[config.mk]
export PLATFORM = sky130hd
export DESIGN_NAME = matriz_2x2_packer_flat
export DESIGN_NICKNAME = d
export VERILOG_FILES = /design/src/rtl/matriz_pkg.sv /design/src/rtl/matriz_2x2_packer_if.sv /design/src/rtl/matriz_2x2_packer.sv /design/src/flat_wrapper.sv
export SDC_FILE = /design/constraint.sdc
export NUM_CORES = 1
export LEC_CHECK = 0
export ABC_CLOCK_PERIOD_IN_PS = 4200
export BUFFER_PORTS_ARGS = -buffer_cell sky130_fd_sc_hd__buf_2
export CAP_MARGIN = 20
export CORE_UTILIZATION = 35
export CTS_BUF_LIST = sky130_fd_sc_hd__clkbuf_16
export CTS_CLUSTER_SIZE = 12
export DETAILED_ROUTE_END_ITERATION = 10
export PLACE_DENSITY = 0.63
export SYNTH_ARGS = -nofsm -noshare
export SYNTH_HDL_FRONTEND = slang
export SYNTH_SLANG_ARGS = --single-unit
export TNS_END_PERCENT = 5
[constraint.sdc]
create_clock -name clk -period 4.2 [get_ports clk]
set_input_delay 0.42 -clock clk [delete_from_list [all_inputs] [get_ports clk]]
set_output_delay 0.42 -clock clk [all_outputs]
set_load 0.01 [all_outputs]
[src/rtl/matriz_pkg.sv]
// ---------------------------------------------------------------------------
// matriz_pkg
// Shared definitions for the 2x2 matrix datapath.
//   - ELEM_W_DEFAULT : default element width (two's complement)
//   - state_e        : packer control states
//   - FIELD_A..D     : slot of each element inside the packed matrix word,
//                      counted from the LSB end. The packer and the
//                      determinant unit both derive bit positions from these.
//   - field_lsb()    : LSB bit position of a row-major element index
// ---------------------------------------------------------------------------
package matriz_pkg;

    localparam int ELEM_W_DEFAULT = 8;
    localparam int N_ELEMS        = 4;

    typedef enum logic [1:0] {
        ST_IDLE    = 2'd0,
        ST_COLLECT = 2'd1,
        ST_HOLD    = 2'd2
    } state_e;

    // a sits in the top slot, d in the bottom slot.
    localparam int FIELD_A = 3;
    localparam int FIELD_B = 2;
    localparam int FIELD_C = 1;
    localparam int FIELD_D = 0;

    // idx is the row-major position: 0=a, 1=b, 2=c, 3=d.
    function automatic int field_lsb(input logic [1:0] idx, input int elem_w);
        return (FIELD_A - int'(idx)) * elem_w;
    endfunction

endpackage

[src/rtl/matriz_2x2_packer_if.sv]
// ---------------------------------------------------------------------------
// matriz_2x2_packer_if
// Element input stream, packed matrix output stream and error flag of the
// 2x2 packer.
//   in_valid/in_ready/in_data/in_first : one signed element per transfer
//   out_valid/out_ready/out_matriz     : one packed 4*ELEM_W matrix word
//   err                                : one-cycle framing error pulse
// Modports:
//   slave  : the packer
//   master : the surrounding logic (upstream producer + downstream consumer)
// ---------------------------------------------------------------------------
interface matriz_2x2_packer_if #(
    parameter int ELEM_W = matriz_pkg::ELEM_W_DEFAULT
);

    logic                    in_valid;
    logic                    in_ready;
    logic signed [ELEM_W-1:0] in_data;
    logic                    in_first;
    logic                    out_valid;
    logic                    out_ready;
    logic [4*ELEM_W-1:0]     out_matriz;
    logic                    err;

    modport slave (
        input  in_valid, in_data, in_first, out_ready,
        output in_ready, out_valid, out_matriz, err
    );

    modport master (
        output in_valid, in_data, in_first, out_ready,
        input  in_ready, out_valid, out_matriz, err
    );

endinterface

[src/rtl/matriz_2x2_packer.sv]
// ---------------------------------------------------------------------------
// matriz_2x2_packer
// Collects four signed elements (a, b, c, d in row-major order, a flagged by
// in_first) and presents them as one packed word: a=[4W-1:3W] .. d=[W-1:0].
// Elements are stored bit-exact. A one-entry output register lets the next
// matrix be collected while the previous one waits downstream.
// Ports:
//   clk   : rising-edge clock
//   rst_n : asynchronous active-low reset
//   bus   : matriz_2x2_packer_if.slave (element in, matrix out, err)
// ---------------------------------------------------------------------------
module matriz_2x2_packer
    import matriz_pkg::*;
#(
    parameter int ELEM_W = ELEM_W_DEFAULT
) (
    input  logic                 clk,
    input  logic                 rst_n,
    matriz_2x2_packer_if.slave   bus
);

    localparam int MAT_W = 4 * ELEM_W;

    state_e             state_q, state_d;
    logic [1:0]         idx_q, idx_d;
    logic [MAT_W-1:0]   coll_q, coll_d;
    logic [MAT_W-1:0]   out_q, out_d;
    logic               out_vld_q, out_vld_d;
    logic               err_q, err_d;

    logic               in_ready;
    logic               in_fire;
    logic               drain;
    logic               load;
    logic [MAT_W-1:0]   load_word;

    function automatic logic [MAT_W-1:0] put_elem(
        input logic [MAT_W-1:0]  word,
        input logic [1:0]        idx,
        input logic [ELEM_W-1:0] elem
    );
        logic [MAT_W-1:0] w;
        w = word;
        w[field_lsb(idx, ELEM_W) +: ELEM_W] = elem;
        return w;
    endfunction

    // Ready depends on registered state only, never on in_valid.
    assign in_ready = (state_q != ST_HOLD);
    assign in_fire  = bus.in_valid && in_ready;
    assign drain    = out_vld_q && bus.out_ready;

    always_comb begin
        state_d   = state_q;
        idx_d     = idx_q;
        coll_d    = coll_q;
        out_d     = out_q;
        out_vld_d = out_vld_q;
        err_d     = 1'b0;
        load      = 1'b0;
        load_word = coll_q;

        if (drain) begin
            out_vld_d = 1'b0;
        end

        unique case (state_q)
            ST_IDLE: begin
                if (in_fire) begin
                    if (bus.in_first) begin
                        coll_d  = put_elem(coll_q, 2'd0, bus.in_data);
                        idx_d   = 2'd1;
                        state_d = ST_COLLECT;
                    end else begin
                        // Orphan element without a start marker is dropped.
                        err_d = 1'b1;
                    end
                end
            end

            ST_COLLECT: begin
                if (in_fire) begin
                    if (bus.in_first) begin
                        // Restart: the new element becomes a; stale b..d
                        // bytes are overwritten before the word is used.
                        coll_d = put_elem(coll_q, 2'd0, bus.in_data);
                        idx_d  = 2'd1;
                        err_d  = 1'b1;
                    end else begin
                        coll_d = put_elem(coll_q, idx_q, bus.in_data);
                        if (idx_q == 2'd3) begin
                            idx_d = 2'd0;
                            // Load directly when the output slot is free or
                            // frees up on this very edge.
                            if (!out_vld_q || drain) begin
                                load      = 1'b1;
                                load_word = coll_d;
                                state_d   = ST_IDLE;
                            end else begin
                                state_d = ST_HOLD;
                            end
                        end else begin
                            idx_d = idx_q + 2'd1;
                        end
                    end
                end
            end

            ST_HOLD: begin
                if (drain) begin
                    load      = 1'b1;
                    load_word = coll_q;
                    state_d   = ST_IDLE;
                end
            end

            default: begin
                state_d = ST_IDLE;
                idx_d   = 2'd0;
            end
        endcase

        if (load) begin
            out_d     = load_word;
            out_vld_d = 1'b1;
        end
    end

    always_ff @(posedge clk or negedge rst_n) begin
        if (!rst_n) begin
            state_q   <= ST_IDLE;
            idx_q     <= 2'd0;
            out_q     <= '0;
            out_vld_q <= 1'b0;
            err_q     <= 1'b0;
        end else begin
            state_q   <= state_d;
            idx_q     <= idx_d;
            out_q     <= out_d;
            out_vld_q <= out_vld_d;
            err_q     <= err_d;
        end
    end

    // Collect register needs no reset: every slot is written before a
    // word built from it can reach the output.
    always_ff @(posedge clk) begin
        coll_q <= coll_d;
    end

    assign bus.in_ready   = in_ready;
    assign bus.out_valid  = out_vld_q;
    assign bus.out_matriz = out_q;
    assign bus.err        = err_q;

endmodule

[src/flat_wrapper.sv]
// flat-port wrapper written by rule: the top's interface ports become plain ports
module matriz_2x2_packer_flat import matriz_pkg::*;
#(
    parameter int ELEM_W = ELEM_W_DEFAULT
)
  (clk, rst_n, bus_in_valid, bus_in_data, bus_in_first, bus_out_ready, bus_in_ready, bus_out_valid, bus_out_matriz, bus_err);
  matriz_2x2_packer_if #(.ELEM_W(ELEM_W)) bus_i ();
  input  logic clk;
  input  logic rst_n;
  input wire logic [$bits(bus_i.in_valid)-1:0] bus_in_valid;
  input wire logic [$bits(bus_i.in_data)-1:0] bus_in_data;
  input wire logic [$bits(bus_i.in_first)-1:0] bus_in_first;
  input wire logic [$bits(bus_i.out_ready)-1:0] bus_out_ready;
  output wire logic [$bits(bus_i.in_ready)-1:0] bus_in_ready;
  output wire logic [$bits(bus_i.out_valid)-1:0] bus_out_valid;
  output wire logic [$bits(bus_i.out_matriz)-1:0] bus_out_matriz;
  output wire logic [$bits(bus_i.err)-1:0] bus_err;
  assign bus_i.in_valid = bus_in_valid;
  assign bus_i.in_data = bus_in_data;
  assign bus_i.in_first = bus_in_first;
  assign bus_i.out_ready = bus_out_ready;
  assign bus_in_ready = bus_i.in_ready;
  assign bus_out_valid = bus_i.out_valid;
  assign bus_out_matriz = bus_i.out_matriz;
  assign bus_err = bus_i.err;
  matriz_2x2_packer #(.ELEM_W(ELEM_W)) u_core (.clk(clk), .rst_n(rst_n), .bus(bus_i));
endmodule
* Word-level counts from Yosys, hierarchy flattened
Index checks and enable logic that the tools add are counted.
** Word-level totals
- Output and inout port bits :: 35
- Input port bits :: 13
- Word-level logic and storage cells :: 72
- Register bits :: 70
** Cells by class
- Shifts and indexed selects :: 2
- Add/subtract/negate cells :: 3
- Equal/unequal tests :: 10
- Reductions and logical operators :: 11
- Bitwise gates (word level) :: 3
- Multiplexer cells :: 36
** Operators by type and width (number)
- $mux 32 :: 9
- $pmux 32 s2 :: 1
- $neg 32->33 :: 1
- $shift 8x33->32 const A :: 1
- $shiftx 8x33->32 :: 1
- $bwmux 32 :: 1
- $mux 2 :: 10
- $pmux 2 s3 :: 2
- $reduce_and 4->1 :: 3
- $mux 1 :: 11
- $ne 2x1->1 const B :: 4
- $ne 2x2->1 const B :: 3
- $reduce_and 6->1 :: 1
- $eq 2x2->1 const B :: 2
- $pmux 1 s2 :: 2
- $reduce_bool 2->1 :: 2
- $not 1->1 :: 3
- $sub 2x2->3 const A :: 1
- $add 2x1->2 const B :: 1
- $eq 2x1->1 const B :: 1
- $logic_and 1x1->1 :: 2
- $logic_not 2->1 :: 1
- $logic_not 1->1 :: 1
- $logic_or 1x1->1 :: 1

* Longest topological paths before layout
- Depth in word-level cells :: 9
- Mapped depth :: 8
- Gate-level depth less buffers :: 6

* Worst setup path before layout
Ideal clock, no wire load.
- Path kind :: register -> register
- Start point :: register u_core.state_q[1]
- End point :: register u_core.coll_q[0] (enable)
- Stages on the path, launching flop included :: 8
- Path buffers :: 3
- Setup time :: 0.405 ns
- Required time :: 3.795 ns
- Clock period less this slack :: 2.619 ns
- Data arrival time :: 2.215 ns
- Slack :: 1.581 ns
- Cells stage by stage :: dfrtp_1 > inv_1 > ha_1 > buf_4 > nand2b_1 > clkbuf_1 > clkbuf_1 > nor2_1
** On the way
- Word-level cells in the longest chain between the ends :: 3
- Elaborated cells between the ends (all ways) :: 6
- Those cells by class :: 2 x eq/ne; 1 x bitwise; 3 x reduce/logical
** RTL lines
- start, declared :: line matriz_2x2_packer.sv:24 : state_e state_q, state_d;
- start signal, assigned :: line matriz_2x2_packer.sv:137 : state_q <= state_d;
- $ne 2x2->1 / $logic_not 2->1 (equally long branches) :: line matriz_2x2_packer.sv:49, matriz_2x2_packer.sv:67
- $logic_and 1x1->1 / $not 1->1 (equally long branches)
- $reduce_and 4->1 (no source line) *
- end signal, assigned :: line matriz_2x2_packer.sv:148 : coll_q <= coll_d;
- end, declared :: line matriz_2x2_packer.sv:26 : logic [MAT_W-1:0] coll_q, coll_d;
Mark *: on every way between the ends. The rest lies on a longest branch, timed or not.
A chain may end at the register's enable or synchronous reset.

* Final worst setup path
- Start point :: register u_core.idx_q[0]
- End point :: register u_core.out_q[4] (netlist: u_core.bus.out_matriz[4])
** On the way
- Word-level cells in the longest chain between the ends :: 9
- Elaborated cells between the ends (all ways) :: 15
- Those cells by class :: 2 x add/sub; 1 x eq/ne; 2 x shift; 10 x mux
** RTL lines
- start, declared :: line matriz_2x2_packer.sv:25 : logic [1:0] idx_q, idx_d;
- start signal, assigned :: line matriz_2x2_packer.sv:138 : idx_q <= idx_d;
- $sub 2x2->3 :: line matriz_pkg.sv:30 : return (FIELD_A - int'(idx)) * elem_w;
- $neg 32->33 :: line matriz_2x2_packer.sv:44 : w[field_lsb(idx, ELEM_W) +: ELEM_W] = elem;
- $shiftx 8x33->32 / $shift 8x33->32 (equally long branches) :: line matriz_2x2_packer.sv:44
- $bwmux 32 :: line matriz_2x2_packer.sv:44
- $mux 32 :: line matriz_2x2_packer.sv:95 : if (!out_vld_q || drain) begin
- $mux 32 :: line matriz_2x2_packer.sv:91 : if (idx_q == 2'd3) begin
- $mux 32 :: line matriz_2x2_packer.sv:83 : if (bus.in_first) begin
- $mux 32 :: line matriz_2x2_packer.sv:82 : if (in_fire) begin
- $mux 32
- end signal, assigned :: line matriz_2x2_packer.sv:139 : out_q <= out_d;
- end, declared :: line matriz_2x2_packer.sv:27 : logic [MAT_W-1:0] out_q, out_d;
Parallel ways exist; a longest one is shown, timed or not.

==> results.toml <==
[floorplanning]
rows = 35
dieArea_um2 = 9827
die_h_um = 99.13
die_width_um = 99.13
io_pins = 48
core_um2 = 9196
initial_core_util_pct = 35.90

[placement]
place.gp.congestion = 0.7659
dp_hpwl_mm = 4.877
io_buffers = 47
place_inst = 410

[clocking]
cts_root_buf = "clkbuf_16"
cts_tree = "yes"
hold_buffers = 0
post_cts_buffers = 0
cts_buffers = 9
cts_max_level = 3
clk-insertion-delay-late_ns = 0.33
clkSinkCount = 70
cts_max_path_buffers = 2
cts.clk_slew.worst_paths_ns = 0.05
postCtsResizedCells = 0

[sta]
skew_ns = 0.003476
post-route-period-util_pct = 64.03
timing.fmax_mhz = 371.9
rsz0062_at_grt = "no"
timing.setup.tns_ns = 0
tightest_slew_ns = 1.020
final_hold_viol_count = 0
fin_crit_ns = 2.689
relSlewSlack_pct = 31.97
slew_violations = 0
setup_viol = 0

[grt]
grt_pass1_vias = 2200
gr-usage-all-layers_pct = 15.70
overflow = 0
antenna_found_initial = 0
grt_pass1_wl_mm = 11.51
grt_max_degree = 39

[synthesis]
synth_flop_cell = "dfrtp_1"
synthMostInstantiatedCell = "dfrtp_1"
synth.largest_area_cell = "edfxtp_1"
synth_area_per_cell_um2 = 12.70
synth_area_um2 = 3302
ys_types = 35
synth_top_cell_area_share_pct = 29.10
synth_area_leaders = "edfxtp_1 29%, dfrtp_1 29%, a22o_1 8.5%"
ys.warnings.count = 0
ys_seq_area_share_pct = 57.90
synth_nets = 282
synth_seq_cells = 70
synth_cells = 260
synth_common_cells = "38 x dfrtp_1, 32 x a22o_1, 32 x edfxtp_1"
async_flop_share_pct = 54.29
synth_edf_count = 32

[power_and_ir_drop]
p_leak_uw = 0.001773
vdd_drop_max_mv = 0.2741
power.density_nw_per_um2 = 667.0

[cells_and_area]
nNetsFinal = 332
syn_to_final_growth_pct = 18.04
drive_gt1_share_pct = 26.03
antenna_cells = 0
fin_cells = 426

[route]
drc_errors = 0
postRouteAntennaNets = 0
drt-wirelength-per-cell_um = 17.04
wl_mm = 7.259
viasPerCell = 5.106
dr.pass1.iters = 4
drtIter0Drc = 139
vias = 2175

[critical_path]
worstSetupPathType = "reg2reg"
cpMaxStageDelayCell = "o2111ai_4"
crit_fanout = 26
path_cells = "ha_1 > and4b_4 > o2111ai_4 > buf_4 > mux2_4"
critPathRequiredTime_ns = 4.41
cpPeakStageDelay_ns = 0.76
path_buf_inv = 1
critPathTopFamily = "compound AO/OA/AOI/OAI gates"
setup.worst_path.end_class = "flop"
setup.worst_path.start_class = "flop"
r2r-start = "u_core.idx_q[0]$_DFFE_PN0P_"
cp-startpoint = "u_core.idx_q[0]$_DFFE_PN0P_"
arrival_ns = 2.90

[run]
max-cap-violations = 0

[run_status]
outcome = "finished clean"

[worst_hold_path]
min_path_type = "in2async"
-- stage by stage --
| step | total power, uW | instance area (um^2) | utilization, % | hold slack (ns) | worst slack, ns |
|---|---|---|---|---|---|
| after global placement | 1868 | 3615 | 39.31 | 0.4710 | 1.575 |
| after detailed placement | 1890 | 3615 | 39.31 | 0.4754 | 1.502 |
| after floorplan | 1615 | 3302 | - | 0.1244 | 1.581 |
| after global routing | 2753 | 3897 | 42.38 | 0.2791 | 1.313 |
| final | 2600 | 3897 | 42.38 | 0.2039 | 1.511 |
| after CTS | 2624 | 3897 | 42.38 | 0.2443 | 1.498 |
-- path summary, 6_finish.rpt --
path | endpoint | cells after the start | slack [ns]
max | u_core.bus.out_matriz[4]$_DFFE_PN0P_ | 5 | 1.51
min | u_core.bus.out_matriz[30]$_DFFE_PN0P_ | 1 | 0.20
max reg2reg | u_core.bus.out_matriz[4]$_DFFE_PN0P_ | 5 | 1.51
min reg2reg | u_core.bus.out_matriz[16]$_DFFE_PN0P_ | 1 | 0.48
max in group asynchronous | u_core.bus.out_matriz[8]$_DFFE_PN0P_ | 1 | 3.47
min in group clk | u_core.state_q[1]$_DFFE_PN0P_ | 3 | 0.41
-- flip-flops by register name (all words and copies together) (netlist names) --
name and count:
u_core.bus.out_matriz 32, u_core.state_q 2, u_core.coll_q 32, u_core.bus.out_valid 1, u_core.idx_q 2, u_core.bus.err 1
-- area by class of cell --
type,count,area [um^2]
Sequential cell,70,1912
Multi-Input combinational cell,165,1257
Inverter,15,56.30
Tap cell,111,138.9
Timing Repair Buffer,49,250.2
Clock buffer,9,225.2
Fill cell,865,5299
Clock inverter,7,57.56
-- cells by family (layout without fill, tap and decap cells) --
group	Yosys count	count (layout)	synth area share [%]
AOI/OAI and AO/OA	70	70	16.86
adders and majority gates	9	9	3.410
buffers and inverters	25	80	4.092
DFF	70	70	57.90
muxes	19	19	6.669
and+or+nand+nor	67	67	11.06
-- per-layer routing --
metal / vias up / part of all wire (%) / track usage (%)
met5: - / 0 / 0
li1: 1051 / - / -
met4: 0 / 1.5 / 5.769
met2: 51 / 48 / 25.01
met3: 10 / 2.9 / 4.357
met1: 1063 / 48 / 20.58
-- power breakdown --
part           leakage [uW]  switching, uW  internal, uW
registers          0.000820            115           952
logic              0.000802            430           377
clock network      0.000151            275           451
total               0.00177            821          1780
-- cell usage in the layout (no fill, tap or decap), drive strengths merged, types with 2 or more instances in the layout --
master / netlist / layout
and3: 2 / 2
buf: 5 / 49
clkbuf: 5 / 9
a21oi: 23 / 23
nor2: 22 / 22
dfrtp: 38 / 38
mux2i: 10 / 10
nor4b: 2 / 2
nand2b: 12 / 12
clkinv: 1 / 5
o21ai: 4 / 4
a22o: 32 / 32
nand2: 13 / 13
a22oi: 6 / 6
edfxtp: 32 / 32
inv: 14 / 16
ha: 9 / 9
and4b: 2 / 2
mux2: 9 / 9
nor2b: 10 / 10
Note: power is estimated with default switching activity, not from simulation.
